`src/rtl/turnstile_pkg.sv`:
```
// -----------------------------------------------------------------------------
// turnstile_pkg
//   Shared types for the turnstile bank controller:
//     lane_state_e : 3-bit lane passage state (IDLE, CHECK, ENTER, EXIT, CONFLICT, ALARM)
//     DIR_*        : per-lane direction encodings, {out,in}
//     lane_out_t   : decoded per-lane indicator bundle
//     lane_decode  : Moore decode of a lane state into its indicators
// -----------------------------------------------------------------------------
package turnstile_pkg;

  typedef enum logic [2:0] {
    ST_IDLE     = 3'd0,
    ST_CHECK    = 3'd1,
    ST_ENTER    = 3'd2,
    ST_EXIT     = 3'd3,
    ST_CONFLICT = 3'd4,
    ST_ALARM    = 3'd5
  } lane_state_e;

  localparam logic [1:0] DIR_NONE = 2'b00;
  localparam logic [1:0] DIR_IN   = 2'b01;
  localparam logic [1:0] DIR_OUT  = 2'b10;

  typedef struct packed {
    logic       green;
    logic       red;
    logic       buzzer;
    logic [1:0] dir;
  } lane_out_t;

  function automatic lane_out_t lane_decode(input lane_state_e s);
    lane_out_t o;
    o.green  = (s == ST_ENTER) || (s == ST_EXIT);
    o.red    = (s == ST_CONFLICT) || (s == ST_ALARM);
    o.buzzer = (s == ST_ALARM);
    o.dir    = (s == ST_ENTER) ? DIR_IN : ((s == ST_EXIT) ? DIR_OUT : DIR_NONE);
    return o;
  endfunction

endpackage

```
`src/rtl/turnstile_lane.sv`:
```
// -----------------------------------------------------------------------------
// turnstile_lane
//   Passage FSM for one turnstile lane, with an optional passage timeout
//   (enabled by defining TURNSTILE_TIMEOUT_EN).
//   Ports:
//     clk, rst    : clock, asynchronous active-high reset
//     sens_in     : entry-side presence sensor
//     sens_out    : exit-side presence sensor
//     metal       : metal detector, only looked at in CHECK
//     grant       : permission from the bank to move CHECK -> ENTER
//     alarm_ack   : guard acknowledge, clears ALARM once both sensors are clear
//     state       : registered lane state (also serves as the debug view)
//     inc, dec    : single-cycle occupancy pulses, asserted in the cycle an
//                   ENTER / EXIT passage completes (counter updates on that edge)
// -----------------------------------------------------------------------------
module turnstile_lane
  import turnstile_pkg::*;
#(
  parameter int TIMEOUT = 50
) (
  input  logic        clk,
  input  logic        rst,
  input  logic        sens_in,
  input  logic        sens_out,
  input  logic        metal,
  input  logic        grant,
  input  logic        alarm_ack,
  output lane_state_e state,
  output logic        inc,
  output logic        dec
);

  lane_state_e state_nxt;
  logic        timeout;
  logic        clear;

  assign clear = !sens_in && !sens_out;

`ifdef TURNSTILE_TIMEOUT_EN
  localparam int TMR_W = (TIMEOUT < 2) ? 1 : $clog2(TIMEOUT + 1);
  logic [TMR_W-1:0] tmr;

  // Timer counts cycles spent in ENTER/EXIT and restarts on every state change,
  // so an open lane stays open for exactly TIMEOUT cycles before giving up.
  assign timeout = ((state == ST_ENTER) || (state == ST_EXIT)) &&
                   (tmr == TMR_W'(TIMEOUT - 1));

  always_ff @(posedge clk or posedge rst) begin
    if (rst) begin
      tmr <= '0;
    end else if ((state_nxt != state) ||
                 !((state == ST_ENTER) || (state == ST_EXIT))) begin
      tmr <= '0;
    end else begin
      tmr <= tmr + 1'b1;
    end
  end
`else
  assign timeout = 1'b0;
`endif

  always_ff @(posedge clk or posedge rst) begin
    if (rst) state <= ST_IDLE;
    else     state <= state_nxt;
  end

  always_comb begin
    state_nxt = state;
    inc       = 1'b0;
    dec       = 1'b0;
    case (state)
      ST_IDLE: begin
        if (sens_in && !sens_out)      state_nxt = ST_CHECK;
        else if (!sens_in && sens_out) state_nxt = ST_EXIT;
        else if (sens_in && sens_out)  state_nxt = ST_CONFLICT;
      end
      ST_CHECK: begin
        // Metal wins even while the lane is waiting for a grant.
        if (metal)      state_nxt = ST_ALARM;
        else if (grant) state_nxt = ST_ENTER;
      end
      ST_ENTER: begin
        if (clear) begin
          state_nxt = ST_IDLE;
          inc       = 1'b1;
        end else if (timeout) begin
          state_nxt = ST_IDLE;
        end
      end
      ST_EXIT: begin
        if (clear) begin
          state_nxt = ST_IDLE;
          dec       = 1'b1;
        end else if (timeout) begin
          state_nxt = ST_IDLE;
        end
      end
      ST_CONFLICT: begin
        if (!sens_in && sens_out) state_nxt = ST_EXIT;
        else if (clear)           state_nxt = ST_IDLE;
      end
      ST_ALARM: begin
        // An ack while someone is still in the lane is deliberately ignored.
        if (alarm_ack && clear) state_nxt = ST_IDLE;
      end
      default: state_nxt = ST_IDLE;
    endcase
  end

endmodule

```
`src/rtl/turnstile_bank_ctrl.sv`:
```
// -----------------------------------------------------------------------------
// turnstile_bank_ctrl
//   Bank of LANES bidirectional turnstiles sharing one saturating occupancy
//   counter. Optional passage timeout per lane: define TURNSTILE_TIMEOUT_EN.
//   Ports:
//     clk, rst    : clock, asynchronous active-high reset
//     sens_in     : [LANES] entry-side sensors
//     sens_out    : [LANES] exit-side sensors
//     metal       : [LANES] metal detectors
//     alarm_ack   : guard acknowledge for all lanes
//     led_green   : [LANES] lane open (ENTER/EXIT)
//     led_red     : [LANES] lane in CONFLICT/ALARM
//     buzzer      : [LANES] lane in ALARM
//     dir         : [2*LANES] per lane {out,in}
//     occ_count   : [CNT_W] people inside, 0..CAPACITY
//     full        : occ_count + lanes in ENTER >= CAPACITY
//   All indicators decode registered state only (Moore).
// -----------------------------------------------------------------------------
module turnstile_bank_ctrl
  import turnstile_pkg::*;
#(
  parameter int LANES    = 2,
  parameter int CAPACITY = 15,
  parameter int CNT_W    = 4,
  parameter int TIMEOUT  = 50
) (
  input  logic               clk,
  input  logic               rst,
  input  logic [LANES-1:0]   sens_in,
  input  logic [LANES-1:0]   sens_out,
  input  logic [LANES-1:0]   metal,
  input  logic               alarm_ack,
  output logic [LANES-1:0]   led_green,
  output logic [LANES-1:0]   led_red,
  output logic [LANES-1:0]   buzzer,
  output logic [2*LANES-1:0] dir,
  output logic [CNT_W-1:0]   occ_count,
  output logic               full
);

  lane_state_e      st [LANES];
  lane_out_t        lo [LANES];
  logic [LANES-1:0] inc;
  logic [LANES-1:0] dec;
  logic [LANES-1:0] grant;
  logic [CNT_W-1:0] occ_nxt;

  for (genvar i = 0; i < LANES; i++) begin : g_lane
    turnstile_lane #(.TIMEOUT(TIMEOUT)) u_lane (
      .clk       (clk),
      .rst       (rst),
      .sens_in   (sens_in[i]),
      .sens_out  (sens_out[i]),
      .metal     (metal[i]),
      .grant     (grant[i]),
      .alarm_ack (alarm_ack),
      .state     (st[i]),
      .inc       (inc[i]),
      .dec       (dec[i])
    );

    assign lo[i]             = lane_decode(st[i]);
    assign led_green[i]      = lo[i].green;
    assign led_red[i]        = lo[i].red;
    assign buzzer[i]         = lo[i].buzzer;
    assign dir[2*i+1 -: 2]   = lo[i].dir;
  end

  // Lanes already in ENTER count against capacity so a second grant can never
  // push the completed count past CAPACITY.
  always_comb begin
    int n_enter;
    n_enter = 0;
    for (int i = 0; i < LANES; i++) begin
      if (st[i] == ST_ENTER) n_enter = n_enter + 1;
    end
    full = (int'(occ_count) + n_enter) >= CAPACITY;
  end

  // Single grant per cycle, lowest index first, among CHECK lanes that are not
  // about to alarm on metal.
  always_comb begin
    logic found;
    grant = '0;
    found = 1'b0;
    for (int i = 0; i < LANES; i++) begin
      if (!found && !full && (st[i] == ST_CHECK) && !metal[i]) begin
        grant[i] = 1'b1;
        found    = 1'b1;
      end
    end
  end

  // Net occupancy change from all completions this cycle, clamped to range.
  always_comb begin
    int net;
    net = int'(occ_count);
    for (int i = 0; i < LANES; i++) begin
      if (inc[i]) net = net + 1;
      if (dec[i]) net = net - 1;
    end
    if (net < 0)        net = 0;
    if (net > CAPACITY) net = CAPACITY;
    occ_nxt = CNT_W'(net);
  end

  always_ff @(posedge clk or posedge rst) begin
    if (rst) occ_count <= '0;
    else     occ_count <= occ_nxt;
  end

endmodule
```
`config.mk`:
```
export PLATFORM = sky130hd
export DESIGN_NAME = turnstile_bank_ctrl
export DESIGN_NICKNAME = d
export VERILOG_FILES = /design/src/rtl/turnstile_pkg.sv /design/src/rtl/turnstile_lane.sv /design/src/rtl/turnstile_bank_ctrl.sv
export SDC_FILE = /design/constraint.sdc
export NUM_CORES = 1
export LEC_CHECK = 0
export ABC_AREA = 1
export ABC_CLOCK_PERIOD_IN_PS = 3850
export BUFFER_PORTS_ARGS = -buffer_cell sky130_fd_sc_hd__buf_4
export CAP_MARGIN = 20
export CORE_AREA = 2 2 76 85
export DETAILED_ROUTE_END_ITERATION = 12
export DIE_AREA = 0 0 78 87
export PLACE_DENSITY = 0.54
export SETUP_SLACK_MARGIN = 0.5
export SYNTH_ARGS = -nofsm -noshare
export SYNTH_HDL_FRONTEND = slang
export SYNTH_SLANG_ARGS = --single-unit
```
`constraint.sdc`:
```
create_clock -name clk -period 3.85 [get_ports clk]
set_clock_uncertainty 0.1 [all_clocks]
set_input_delay 0.385 -clock clk [delete_from_list [all_inputs] [get_ports clk]]
set_output_delay 0.385 -clock clk [all_outputs]
set_load 0.01 [all_outputs]
```
After elaboration in Yosys (flattened, before gate mapping). Cells that the tools add are included. Widths: inputs -> output; s select.

Word-level logic and storage cells: 99. Output and inout bits: 15. Flip-flop bits (word level): 10. Bits of input ports: 9.

Eq/ne operators: 16. Add/subtract/negate cells: 6. Reduce and logical (&&, ||, !) cells: 33. Multiplexer cells: 38. Magnitude comparators: 3.

Operator list (number): $mux 32 (5); $add 32x2->32 const B (2); $sub 32x2->32 const B (2); $mux 3 (16); $add 5x32->32 (1); $ge 32x5->1 const B (1); $gt 32x5->1 const B (1); $lt 32x1->1 const B (1); $pmux 3 s5 (2); $logic_and 1x1->1 (15); $eq 3x2->1 const B (4); $eq 3x3->1 const B (4); $mux 1 (9); $logic_not 1->1 (8); $mux 2 (4); $ne 4x1->1 const B (2); $eq 3x1->1 const B (2); $logic_not 3->1 (2); $ne 3x2->1 const B (2); $reduce_and 3->1 (2); $add 4x1->5 const B (1); $mux 5 (1); $logic_or 1x1->1 (4); $mux 4 (1); 2 further kinds (4).

Depth between registers and ports, before layout.
Depth in word-level cells: 18. Gate-level depth with buffers: 24. Gate-level depth less buffers: 24.

Hierarchy. From an unflattened synthesis, not the netlist that was laid out.

Cell total of the unflattened synthesis: 304. Area total of the unflattened synthesis: 1744.2 sq um.

Modules (own cells, without submodules): turnstile_bank_ctrl (times used 1, area each 970.9 sq um, cells each 174); turnstile_lane (times used 2, area each 386.6 sq um, cells each 65).

Least setup slack after synthesis. OpenSTA, ideal clock, no wires.

Path kind: input to register. Start: input port sens_in[0]. End: register occ_count[0]. Path buffers: 1. Data required time: 3.637 ns. Path slack: 0.690 ns. Data arrival time: 2.947 ns. Stages on the path: 22. Path through: inv_1 -> ha_1 -> buf_2 -> nand4_2 -> nand2_2 -> ha_1 -> or2_1 -> nand2_1 -> ha_1 -> inv_1 -> o21ai_0 -> inv_1 -> ha_1 -> nand2_1 -> a21oi_2 -> nand3_2 -> nand2_1 -> nand2_2 -> nor2_4 -> nand3_1 -> nand2_1 -> inv_1.

Cells in the longest elaborated chain, start to end: 15. Elaborated cells on any way between the ends: 16.

Ends and longest elaborated chain: start, declared (RTL line turnstile_bank_ctrl.sv:29) `input logic [LANES-1:0] sens_in,`; $logic_not 1->1 * (RTL line turnstile_lane.sv:37) `assign clear = !sens_in && !sens_out;`; $logic_and 1x1->1 * (RTL line turnstile_lane.sv:37); $mux 1 * (RTL line turnstile_lane.sv:83, turnstile_lane.sv:91); $mux 1 (RTL line turnstile_lane.sv:71) `case (state)`; $mux 5 (RTL line turnstile_bank_ctrl.sv:99) `if (inc[i]) net = net + 1;`; $sub 32x2->32 (RTL line turnstile_bank_ctrl.sv:100) `if (dec[i]) net = net - 1;`; $mux 32 * (RTL line turnstile_bank_ctrl.sv:100); $add 32x2->32 (RTL line turnstile_bank_ctrl.sv:99); $mux 32 * (RTL line turnstile_bank_ctrl.sv:99); $sub 32x2->32 (RTL line turnstile_bank_ctrl.sv:100); $mux 32 * (RTL line turnstile_bank_ctrl.sv:100); $lt 32x1->1 (RTL line turnstile_bank_ctrl.sv:102) `if (net < 0) net = 0;`; $mux 32 * (RTL line turnstile_bank_ctrl.sv:102); $gt 32x5->1 (RTL line turnstile_bank_ctrl.sv:103) `if (net > CAPACITY) net = CAPACITY;`; $mux 4 * (RTL line turnstile_bank_ctrl.sv:103); via occ_nxt[0] (RTL line turnstile_bank_ctrl.sv:46) `logic [CNT_W-1:0] occ_nxt;`; end signal, assigned (RTL line turnstile_bank_ctrl.sv:109) `else occ_count <= occ_nxt;`; end, declared (RTL line turnstile_bank_ctrl.sv:37) `output logic [CNT_W-1:0] occ_count,`.

The timed path passes the listed nets; every way through them passes the cells marked *. A chain may end at the register's enable or synchronous reset.

Worst setup path after layout.
Start: register g_lane[0].u_lane.state[2]. End: output port full.

Cells in the longest elaborated chain, start to end: 6.

Ends and longest elaborated chain: start, declared (RTL line turnstile_lane.sv:28) `output lane_state_e state,`; start signal, assigned (RTL line turnstile_lane.sv:64) `else state <= state_nxt;`; $eq 3x2->1 * (RTL line turnstile_bank_ctrl.sv:75) `if (st[i] == ST_ENTER) n_enter = n_enter + 1;`; $mux 1 * (RTL line turnstile_bank_ctrl.sv:75); $add 32x2->32 (RTL line turnstile_bank_ctrl.sv:75); $mux 32 * (RTL line turnstile_bank_ctrl.sv:75); $add 5x32->32 * (RTL line turnstile_bank_ctrl.sv:77) `full = (int'(occ_count) + n_enter) >= CAPACITY;`; $ge 32x5->1 * (RTL line turnstile_bank_ctrl.sv:77); end, declared (RTL line turnstile_bank_ctrl.sv:38) `output logic full`.

Mark *: on every way between the ends. The rest lies on a longest branch, timed or not.

==> results_tabular.tex <==
\begin{tabular}{lr}
\hline
Metric & Value \\
\hline
\multicolumn{2}{l}{\textbf{Timing}} \\
\quad Hold Vio Cnt, Final & 0 \\
\quad RSZ-0062 raised after global routing & false \\
\quad Slew at the pin with the worst max-slew slack & 0.517 ns \\
\quad Maximum frequency from static timing analysis & 316 MHz \\
\quad Fin. max-slew vios & 0 \\
\quad Worst slew margin relative to its limit & 65.2\% \\
\quad Setup Total Neg Slack & 0 ns \\
\quad Minimum clock period after layout & 3.16 ns \\
\quad Total setup violations reported at the end of the flow & 0 \\
\quad Period utilization & between 80 and 90\% \\
\multicolumn{2}{l}{\textbf{Floorplan}} \\
\quad I/O pin total & 24 \\
\quad Starting density of the core & between 20\% and 30\% \\
\quad Chip height & between 80 and 90 µm \\
\quad Die width & 78 µm \\
\quad Die Outline Area & a little under 7000 µm² \\
\quad Placeable core area & between 6000 and 7000 µm² \\
\quad Number of standard-cell rows in the floorplan & 30 \\
\multicolumn{2}{l}{\textbf{Final layout}} \\
\quad Number of diodes & 0 \\
\quad Fraction of layout instances using a drive strength above 1 & between 20\% and 30\% \\
\quad Leading cell types in the layout, fill and taps excluded & 57 x sky130\_fd\_sc\_hd\_\_nand2\_1, 46 x sky130\_fd\_sc\_hd\_\_inv\_1, 41 x sky130\_fd\_sc\_hd\_\_buf\_4 \\
\quad Number of filler instances in the final layout & 667 \\
\quad Post-synthesis to final-layout area growth & 28.7\% \\
\quad Register area & roughly 250 µm² \\
\quad Area of combinational cells with multiple inputs & between 1000 and 1500 µm² \\
\quad Final cell count without fillers & just under 400 \\
\quad Post-layout nets & approximately 350 \\
\quad Final core utilization & a little under two fifths \\
\quad Commonest non-fill, non-tap cell in the layout & sky130\_fd\_sc\_hd\_\_nand2\_1 \\
\multicolumn{2}{l}{\textbf{Global route}} \\
\quad Global-route wire length before repair & between 6000 and 7000 µm \\
\quad Overall Global Routing Usage & 12.4\% \\
\quad Antenna violations before repair & 0 \\
\quad Largest net degree at the start of global routing & 13 \\
\quad Via count of the first global-routing pass & around 1700 \\
\quad Grt ovf & 0 \\
\multicolumn{2}{l}{\textbf{Synthesis}} \\
\quad Fraction of registers with async set/reset & 100\% \\
\quad Unique cell type count in the Yosys netlist & 36 \\
\quad Mean cell area of the mapped netlist & approximately 6.3 µm² \\
\quad Primary flip-flop cell chosen by synthesis mapping & sky130\_fd\_sc\_hd\_\_dfrtp\_1 \\
\quad Post-synthesis sequential area ratio & about 14\% \\
\quad Syn. warnings & 0 \\
\quad Number of cells produced by synthesis & about 270 \\
\quad Netlist area before placement & between 1500 and 2000 µm² \\
\quad Number of synthesized register bits & 10 \\
\quad Net count after synthesis & 302 \\
\quad Number of enable-type register cells in the synthesized netlist & 0 \\
\multicolumn{2}{l}{\textbf{Clocking}} \\
\quad CTS Hold Bufs & 0 \\
\quad CTS buffer count & 3 \\
\quad Worst-skew pair later-pin latency & 0.23 ns \\
\quad Maximum clock path buffer count & 2 \\
\quad CTS Root Cell & sky130\_fd\_sc\_hd\_\_clkbuf\_8 \\
\quad Clock input transition at the sequential cells of the worst setup and hold paths & around 0.050 ns \\
\quad Number of H-tree levels & 1 \\
\quad \# clock sinks & 10 \\
\quad TritonCTS clock tree & yes \\
\multicolumn{2}{l}{\textbf{Critical path}} \\
\quad Maximum net fanout on the critical path & 6 \\
\quad Launching element type of the critical path & flip-flop \\
\quad Worst Path Class, Setup & flip-flop to output pin \\
\quad Worst Setup End Kind & output pin \\
\quad Data arrival time of the critical path & about 2.7 ns \\
\quad Critical path required time & about 3.4 ns \\
\multicolumn{2}{l}{\textbf{Placement}} \\
\quad Port bufs & 23 \\
\quad Placer congestion estimate & 0.864 \\
\quad Number of placed cells counting well taps & 376 \\
\quad Estimated wirelength of the detail-placed design & approximately 3600 µm \\
\multicolumn{2}{l}{\textbf{Detailed routing}} \\
\quad Post-detailed-route DRC marker count & 0 \\
\quad Detailed-route vias per instance & 4.61 \\
\quad Via Count & roughly 1800 \\
\quad ANT nets after route & 0 \\
\quad Pre-antenna DRT Iters & 4 \\
\quad Initial DRC Count & roughly 120 \\
\quad Wirelength per Cell & around 11 µm \\
\quad Post-Route WL & between 4000 and 5000 µm \\
\multicolumn{2}{l}{\textbf{Pwr}} \\
\quad Worst vdd rail ir drop & around 0.00039 V \\
\quad Pwr Density & 610 nW/µm² \\
\quad Leakage component of the power & 1.18 nW \\
\quad Overall power & $\sim$1.4 mW \\
\multicolumn{2}{l}{\textbf{Run}} \\
\quad Maximum Capacitance Violations & 0 \\
\multicolumn{2}{l}{\textbf{Min path}} \\
\quad Type of the most critical hold path & input pin to async pin \\
\multicolumn{2}{l}{\textbf{Status}} \\
\quad Outcome & complete, no violations \\
\hline
\end{tabular}
==> worst paths after layout <==
kind,startpoint,to,slack [ns],depth (start not counted)
max in group asynchronous,rst,g_lane[0].u_lane.state[0],3.33,2
setup / recovery,g_lane[0].u_lane.state[2],full,0.69,13
min in group clk,metal[0],g_lane[0].u_lane.state[1],0.38,4
setup reg to reg,g_lane[0].u_lane.state[0],occ_count[2],0.69,21
hold reg to reg,g_lane[0].u_lane.state[2],g_lane[0].u_lane.state[1],0.57,3
hold / removal,rst,g_lane[1].u_lane.state[2],0.03,2
==> layer usage <==
metal	GRT usage [%]	share of wire [%]	up-vias
met4	3.19	1.9	0
li1	-	-	962
met1	15.3	45	809
met5	0	0	-
met3	1.56	3.4	14
met2	22.9	50	41
==> synth_stat cells, types with 2 or more instances <==
cell / count / share of area [%]
sky130_fd_sc_hd__a2111oi_0: 2 / 1.0
sky130_fd_sc_hd__a21oi_1: 8 / 2.3
sky130_fd_sc_hd__buf_2: 3 / 0.87
sky130_fd_sc_hd__dfrtp_1: 10 / 14
sky130_fd_sc_hd__ha_1: 18 / 13
sky130_fd_sc_hd__inv_1: 47 / 10
sky130_fd_sc_hd__inv_2: 5 / 1.1
sky130_fd_sc_hd__nand2_1: 60 / 13
sky130_fd_sc_hd__nand2_2: 9 / 3.3
sky130_fd_sc_hd__nand3_1: 19 / 5.5
sky130_fd_sc_hd__nand3_2: 6 / 3.5
sky130_fd_sc_hd__nand4_1: 8 / 2.9
sky130_fd_sc_hd__nand4_2: 2 / 1.4
sky130_fd_sc_hd__nor2_1: 29 / 6.3
sky130_fd_sc_hd__nor2_2: 3 / 1.1
sky130_fd_sc_hd__nor2_4: 4 / 2.6
sky130_fd_sc_hd__nor3_1: 13 / 3.8
sky130_fd_sc_hd__nor4_1: 2 / 0.72
sky130_fd_sc_hd__o21ai_0: 6 / 1.7
sky130_fd_sc_hd__xor2_1: 4 / 2.0
==> stage by stage <==
stage | setup WS (ns) | hold WS, ns | cell area [µm²]
after floorplan | 0.690 | 0.125 | 1730
after global placement | 0.430 | 0.294 | 2000
after detailed placement | 0.406 | 0.293 | 2000
after CTS | 0.526 | 0.0414 | 2050
after global routing | 0.466 | 0.0552 | 2220
final | 0.685 | 0.0273 | 2220
==> state kept, by name, summed over array words and instances (netlist names) <==
| signal | cells |
|---|---|
| occ_count | 4 |
| g_lane.u_lane.state | 6 |
==> logic make-up (layout without fill, tap and decap cells) <==
group | Yosys count | in the layout | synth area share [%]
adders and majority gates | 19 | 19 | 14.2
and+or+nand+nor | 160 | 160 | 47.2
AOI/OAI and AO/OA | 25 | 25 | 9.27
buffers and inverters | 56 | 98 | 12.8
DFF | 10 | 10 | 14.5
xor gates and xnor gates | 4 | 4 | 2.03
==> area by class of cell <==
class	count	share of cell area, %
inverters	52	9.00
repair buffers	42	14.4
clock buffers	4	2.48
well taps	80	4.50
flip-flops and latches	10	11.4
multi-input cells	208	58.2
==> critical path: stages, from the launching register on <==
cell and delay [ns]:
sky130_fd_sc_hd__dfrtp_2 0.44, sky130_fd_sc_hd__inv_4 0.10, sky130_fd_sc_hd__nand2_2 0.07, sky130_fd_sc_hd__nor2_4 0.15, sky130_fd_sc_hd__buf_4 0.13, sky130_fd_sc_hd__ha_1 0.22, sky130_fd_sc_hd__ha_1 0.21, sky130_fd_sc_hd__fa_1 0.44
sky130_fd_sc_hd__nand2_1 0.07, sky130_fd_sc_hd__a21oi_1 0.04, sky130_fd_sc_hd__o21a_1 0.11, sky130_fd_sc_hd__a22oi_1 0.24, sky130_fd_sc_hd__inv_1 0.09, sky130_fd_sc_hd__buf_4 0.15
==> where the power goes <==
group          switching (mW)  internal (mW)  leakage [nW]
Clock                  0.0390         0.0897        0.0288
Combinational           0.570          0.418          1.03
Sequential             0.0819          0.158         0.118
Total                   0.691          0.666          1.18
==> timing repair <==
| action | 4_1_cts | 5_1_grt |
|---|---|---|
| endpoints found under the setup margin | 4 | 5 |
| pin swaps | 0 | 7 |
| buffers inserted | 0 | 16 |
| gates resized for setup | 2 | 15 |
Power figures use the tool's default switching activity.
